$ cat config.mk
export PLATFORM = sky130hd
export DESIGN_NAME = pc_unit
export DESIGN_NICKNAME = d
export VERILOG_FILES = /design/src/rtl/pc_unit.sv
export SDC_FILE = /design/constraint.sdc
export NUM_CORES = 1
export LEC_CHECK = 0
export CAP_MARGIN = 20
export CORE_MARGIN = 2
export CORE_UTILIZATION = 45
export CTS_CLUSTER_SIZE = 20
export DETAILED_ROUTE_END_ITERATION = 8
export PLACE_DENSITY_LB_ADDON = 0.15
export SETUP_SLACK_MARGIN = 0.15
export SYNTH_ARGS = -nofsm -noshare
export SYNTH_HDL_FRONTEND = slang
export SYNTH_SLANG_ARGS = --single-unit
$ cat constraint.sdc
create_clock -name clk -period 15.6 [get_ports clk]
set_clock_uncertainty 0.2 [all_clocks]
set_input_delay 3.12 -clock clk [delete_from_list [all_inputs] [get_ports clk]]
set_output_delay 3.12 -clock clk [all_outputs]
set_load 0.05 [all_outputs]
$ cat src/rtl/pc_unit.sv
// pc_unit: fetch-stage program-counter generator.
// Holds the fetch PC and selects the next PC from trap, redirect,
// return-address-stack prediction or sequential increment.
// Ports:
//   clk, rst (async, active-low)
//   stall, trap_valid/trap_target, redirect_valid/redirect_target
//   ras_push, ras_pop, halt, resume
//   pc (registered), pc_next (combinational), pc_valid,
//   ras_empty, ras_full (registered)
module pc_unit #(
    parameter int unsigned     XLEN         = 64,
    parameter logic [XLEN-1:0] RESET_VECTOR = XLEN'(0),
    parameter int unsigned     INC          = 4,
    parameter int unsigned     RAS_DEPTH    = 4
) (
    input  logic            clk,
    input  logic            rst,
    input  logic            stall,
    input  logic            trap_valid,
    input  logic [XLEN-1:0] trap_target,
    input  logic            redirect_valid,
    input  logic [XLEN-1:0] redirect_target,
    input  logic            ras_push,
    input  logic            ras_pop,
    input  logic            halt,
    input  logic            resume,
    output logic [XLEN-1:0] pc,
    output logic [XLEN-1:0] pc_next,
    output logic            pc_valid,
    output logic            ras_empty,
    output logic            ras_full
);

    localparam int unsigned PTR_W = (RAS_DEPTH > 1) ? $clog2(RAS_DEPTH) : 1;
    localparam int unsigned CNT_W = $clog2(RAS_DEPTH + 1);
    localparam logic [CNT_W-1:0] CNT_FULL = CNT_W'(RAS_DEPTH);

    typedef enum logic [1:0] {
        ST_BOOT   = 2'd0,
        ST_RUN    = 2'd1,
        ST_HALTED = 2'd2
    } state_t;

    state_t state;
    state_t state_nxt;

    logic [XLEN-1:0]  ras_mem [RAS_DEPTH];
    logic [PTR_W-1:0] top;
    logic [PTR_W-1:0] top_nxt;
    logic [CNT_W-1:0] cnt;
    logic [CNT_W-1:0] cnt_nxt;

    logic             wr_en;
    logic [PTR_W-1:0] wr_idx;
    logic [XLEN-1:0]  pc_inc;
    logic [XLEN-1:0]  ras_top;
    logic             ras_has;

    // Instruction addresses are at least halfword aligned.
    function automatic logic [XLEN-1:0] align(input logic [XLEN-1:0] a);
        return {a[XLEN-1:1], 1'b0};
    endfunction

    assign pc_inc  = pc + XLEN'(INC);
    assign ras_top = align(ras_mem[top]);
    assign ras_has = (cnt != CNT_W'(0));

    // Next-state, next-PC and RAS update selection.
    always_comb begin
        state_nxt = state;
        pc_next   = pc;
        cnt_nxt   = cnt;
        top_nxt   = top;
        wr_en     = 1'b0;
        wr_idx    = top;

        case (state)
            ST_BOOT: begin
                state_nxt = ST_RUN;
            end

            ST_RUN: begin
                if (trap_valid) begin
                    pc_next = align(trap_target);
                    cnt_nxt = CNT_W'(0);
                    top_nxt = PTR_W'(0);
                end else begin
                    if (halt) begin
                        state_nxt = ST_HALTED;
                    end

                    if (redirect_valid) begin
                        pc_next = align(redirect_target);
                    end else if (stall) begin
                        pc_next = pc;
                    end else if (ras_pop && ras_has) begin
                        pc_next = ras_top;
                    end else begin
                        pc_next = pc_inc;
                    end

                    // A redirect does not block the RAS; a stall does.
                    if (!stall) begin
                        if (ras_push && ras_pop && ras_has) begin
                            wr_en  = 1'b1;
                            wr_idx = top;
                        end else if (ras_push) begin
                            // Circular: when full the oldest entry is overwritten.
                            wr_en   = 1'b1;
                            wr_idx  = top + PTR_W'(1);
                            top_nxt = top + PTR_W'(1);
                            if (cnt != CNT_FULL) begin
                                cnt_nxt = cnt + CNT_W'(1);
                            end
                        end else if (ras_pop && ras_has) begin
                            top_nxt = top - PTR_W'(1);
                            cnt_nxt = cnt - CNT_W'(1);
                        end
                    end
                end
            end

            ST_HALTED: begin
                // A trap is the one way pc changes while halted.
                if (trap_valid) begin
                    pc_next   = align(trap_target);
                    cnt_nxt   = CNT_W'(0);
                    top_nxt   = PTR_W'(0);
                    state_nxt = ST_RUN;
                end else if (resume) begin
                    state_nxt = ST_RUN;
                end
            end

            default: begin
                state_nxt = ST_BOOT;
            end
        endcase
    end

    // State, PC, RAS pointers and registered qualifiers.
    always_ff @(posedge clk or negedge rst) begin
        if (!rst) begin
            state     <= ST_BOOT;
            pc        <= RESET_VECTOR;
            cnt       <= CNT_W'(0);
            top       <= PTR_W'(0);
            pc_valid  <= 1'b0;
            ras_empty <= 1'b1;
            ras_full  <= 1'b0;
        end else begin
            state     <= state_nxt;
            pc        <= pc_next;
            cnt       <= cnt_nxt;
            top       <= top_nxt;
            pc_valid  <= (state_nxt == ST_RUN);
            ras_empty <= (cnt_nxt == CNT_W'(0));
            ras_full  <= (cnt_nxt == CNT_FULL);
        end
    end

    // RAS storage; contents need no reset.
    always_ff @(posedge clk) begin
        if (wr_en) begin
            ras_mem[wr_idx] <= pc_inc;
        end
    end

endmodule

==> results.txt <==
Critical Path, Cell by Cell -> clkdlybuf4s50_1 > nand2_2 > buf_4 > nand2_1 > or4_1 > and3_1 > o21ai_2 > clkdlybuf4s50_1
Status -> finished clean
Mapped Area -> 0.0167 sq mm
Unrepaired setup endpoints after global routing -> no
Routed WL -> 58.3 mm
Top delay family on crit path -> simple AND/OR/NAND/NOR gates
Clk sinks -> 326
Crit Path Category -> primary input to output pin
CP max FO -> 27
Area contributors post-synth -> edfxtp_1, dfrtp_1, mux4_2
Post-CTS Hold Buffers -> 0
Slew Limit Fails -> 0
Seq cells post-synth -> 326
Pleak -> 7.17 nW
Pin count of the biggest net entering global routing -> 70
Post-CTS setup buffer count -> 0
Die Wd -> 197 um
Worst Path Buf+Inv -> 3
Dpl cells -> 1990
CTS tree -> yes
Worst vdd ir -> 123 uV
Arrival time worst endpoint -> 7210 ps
Clk slew on worst S/H paths -> 60 ps
Worst min path class -> flip-flop to flip-flop
Yosys warns -> 0
TritonRoute pass-1 iters -> 6
Die height -> 197 um
Number of max-cap violations -> 0
DR vias/cell -> 6.55
CTS Root Cell -> clkbuf_16
Pint -> 2.33 mW
Routed len/inst -> 28.3 um
Number of port buffers -> 265
Sum Neg Setup Slack -> 0 ps
Gr usage total -> 29.9%
CP Data Required Time -> 12280 ps
Post-DP Area -> 0.0197 sq mm
Placeable core area -> 0.0366 sq mm
CTS HTree Levels -> 2
Global-route wire length before repair -> 85.6 mm
Switching Fraction -> 46.0%
Power Density -> 206 mW/mm^2
Slowest-stage cell, CP -> clkdlybuf4s50_1
Filler instances -> 3015
Boundary Pins -> 268
Final hold vios -> 0
Worst skew pair latency -> 510 ps
Post-synth ARST share -> 22.7%
Post-Syn Instances -> 1345
Design Power -> 4.32 mW
Starting DRT DRC Count -> 1536
Post-synthesis average cell area -> 12.4 sq um
Number of synthesized flops with an enable pin -> 252
Register share of total power -> 29.8%
Std cell rows -> 70
Initial antenna violation count -> 2
Initial core utilization -> 45.6%
Vias -> 13.5k
RD Place Congestion -> 0.907
DPL Wire Length -> 38.9 mm
Critical path startpoint category -> primary input
Final Net Count -> 1706
Net Count, Synth -> 1490
DRC viols -> 0
Slew headroom -> 21.8%
Max clock buf depth -> 3
Final setup fails -> 0
Netlist cell types -> 71
Largest area contributor in the netlist -> edfxtp_1
Clk network pwr share -> 19.9%
Clock buffer count from CTS -> 37
WHS -> 340 ps
Fmax -> 95.0 MHz
Tmin final -> 10530 ps
Slew @ Worst Pin -> 1170 ps
Die area -> 0.0387 sq mm
P&R area growth vs syn -> 25.3%
Post_cts resized -> 0
Combinational cell fraction of total power -> 50.3%
Largest stage delay, worst path -> 840 ps
CP Capture Type -> output pin
Fraction of layout cells with a size suffix above 1 -> 12.0%
Vias in the first global route -> 13.1k
Final ANT Viol Nets -> 0
Most frequent CP cell -> clkdlybuf4s50_1
Finished Cell Area -> 0.0209 sq mm
Crit share post-route -> 67.5%
Seq/Total Area, Yosys -> 56.4%
NetSw -> 1.99 mW
Primary FF master, synth -> edfxtp_1
Non-Filler Instances -> 2060
Total gr overflow -> 0
Post-synth top area share -> 45.3%
[cells in the final DEF (no fill, tap or decap), types with 17 or more instances in the layout]
cell type,synthesis,final
a22oi_1,38,38
a21oi_1,46,46
mux2i_1,18,18
clkbuf_16,0,39
nand4_1,21,21
nor3_1,21,20
and3_1,19,19
inv_1,25,25
nand3_1,41,41
mux4_2,63,63
a222oi_1,19,19
xnor2_1,43,43
dfrtp_1,73,71
nand2_1,102,101
o21ai_0,95,94
xor2_1,17,17
a22o_1,42,42
buf_4,3,34
nor2_1,66,60
edfxtp_1,252,252
o22ai_1,20,20
clkdlybuf4s50_1,0,261
[routing by layer]
layer / global-route usage (%) / wire length, um / vias up
met5: 0 / 0 / -
met2: 47.5 / 27100 / 845
met3: 5.25 / 5950 / 126
li1: - / - / 5764
met1: 41.6 / 23100 / 6748
met4: 11.1 / 2100 / 0
[flip-flops by register name, indices dropped and copies added, names as in the netlist]
register	cells
ras_full	1
pc_valid	1
state	2
ras_mem	252
top	2
cnt	3
ras_empty	1
pc	64
[per-stage QoR]
stage                     util, %  setup slack (ps)
after CTS                    57.2              5170
after global routing         57.2              5040
after floorplan                 -              4770
after global placement       53.9              5200
final                        57.2              5070
after detailed placement     53.9              5180
[synthesized netlist by cell type (19+ instances only)]
master and instances:
o21ai_0 95, a22oi_1 38, mux4_2 63, dfrtp_1 73
nand4_1 21, inv_1 25, buf_2 20, nor2_1 66
a222oi_1 19, o22ai_1 20, nand3_1 41, nand2_1 102
xnor2_1 43, edfxtp_1 252, a21oi_1 46, and3_1 19
clkbuf_1 87, nor3_1 21, a22o_1 42
[power groups by stage]
stage | Clock [mW] | Combinational (mW) | Sequential, mW
6_report | 0.860 | 2.17 | 1.29
4_1_cts | 0.868 | 2.16 | 1.28
3_5_place_dp | 0 | 2.15 | 1.30
2_1_floorplan | 0 | 1.27 | 1.39
3_3_place_gp | 0 | 2.14 | 1.30
5_1_grt | 0.904 | 2.27 | 1.30
[cell families (layout without fill, tap and decap cells)]
logic type               after synthesis  after routing  synth area share [%]
AO/OA/AOI/OAI                        377            377                  15.7
buffers and inverters                150            395                  3.68
other                                  0              2                     0
flip-flops                           326            326                  56.4
adder cells (fa/ha/maj)                8              8                 0.599
XOR/XNOR                              60             60                  3.15
AND/OR/NAND/NOR                      343            343                  10.9
multiplexers                          81             81                  9.57
[cell type report]
class / count / area [sq um] / area share (%)
clock inverters: 22 / 178 / 0.849
diodes: 2 / 5.00 / 0.0239
multi-input cells: 869 / 6730 / 32.1
inverters: 29 / 109 / 0.520
flip-flops and latches: 326 / 9430 / 45.0
clock buffers: 46 / 1020 / 4.88
well taps: 468 / 586 / 2.80
repair buffers: 298 / 2880 / 13.8
[worst paths after layout]
kind	from	end	slack [ps]	cells after the start
setup / recovery	ras_pop	pc_next[55]	5070	8
hold / removal	pc[0]	pc[0]	340	1
setup reg to reg	state[1]	ras_mem[0][45]	10700	7
hold reg to reg	pc[0]	pc[0]	340	1
max in group asynchronous	rst	top[0]	11690	2
min in group asynchronous	rst	pc[52]	2380	1
Note: power is estimated with default switching activity, not from simulation.
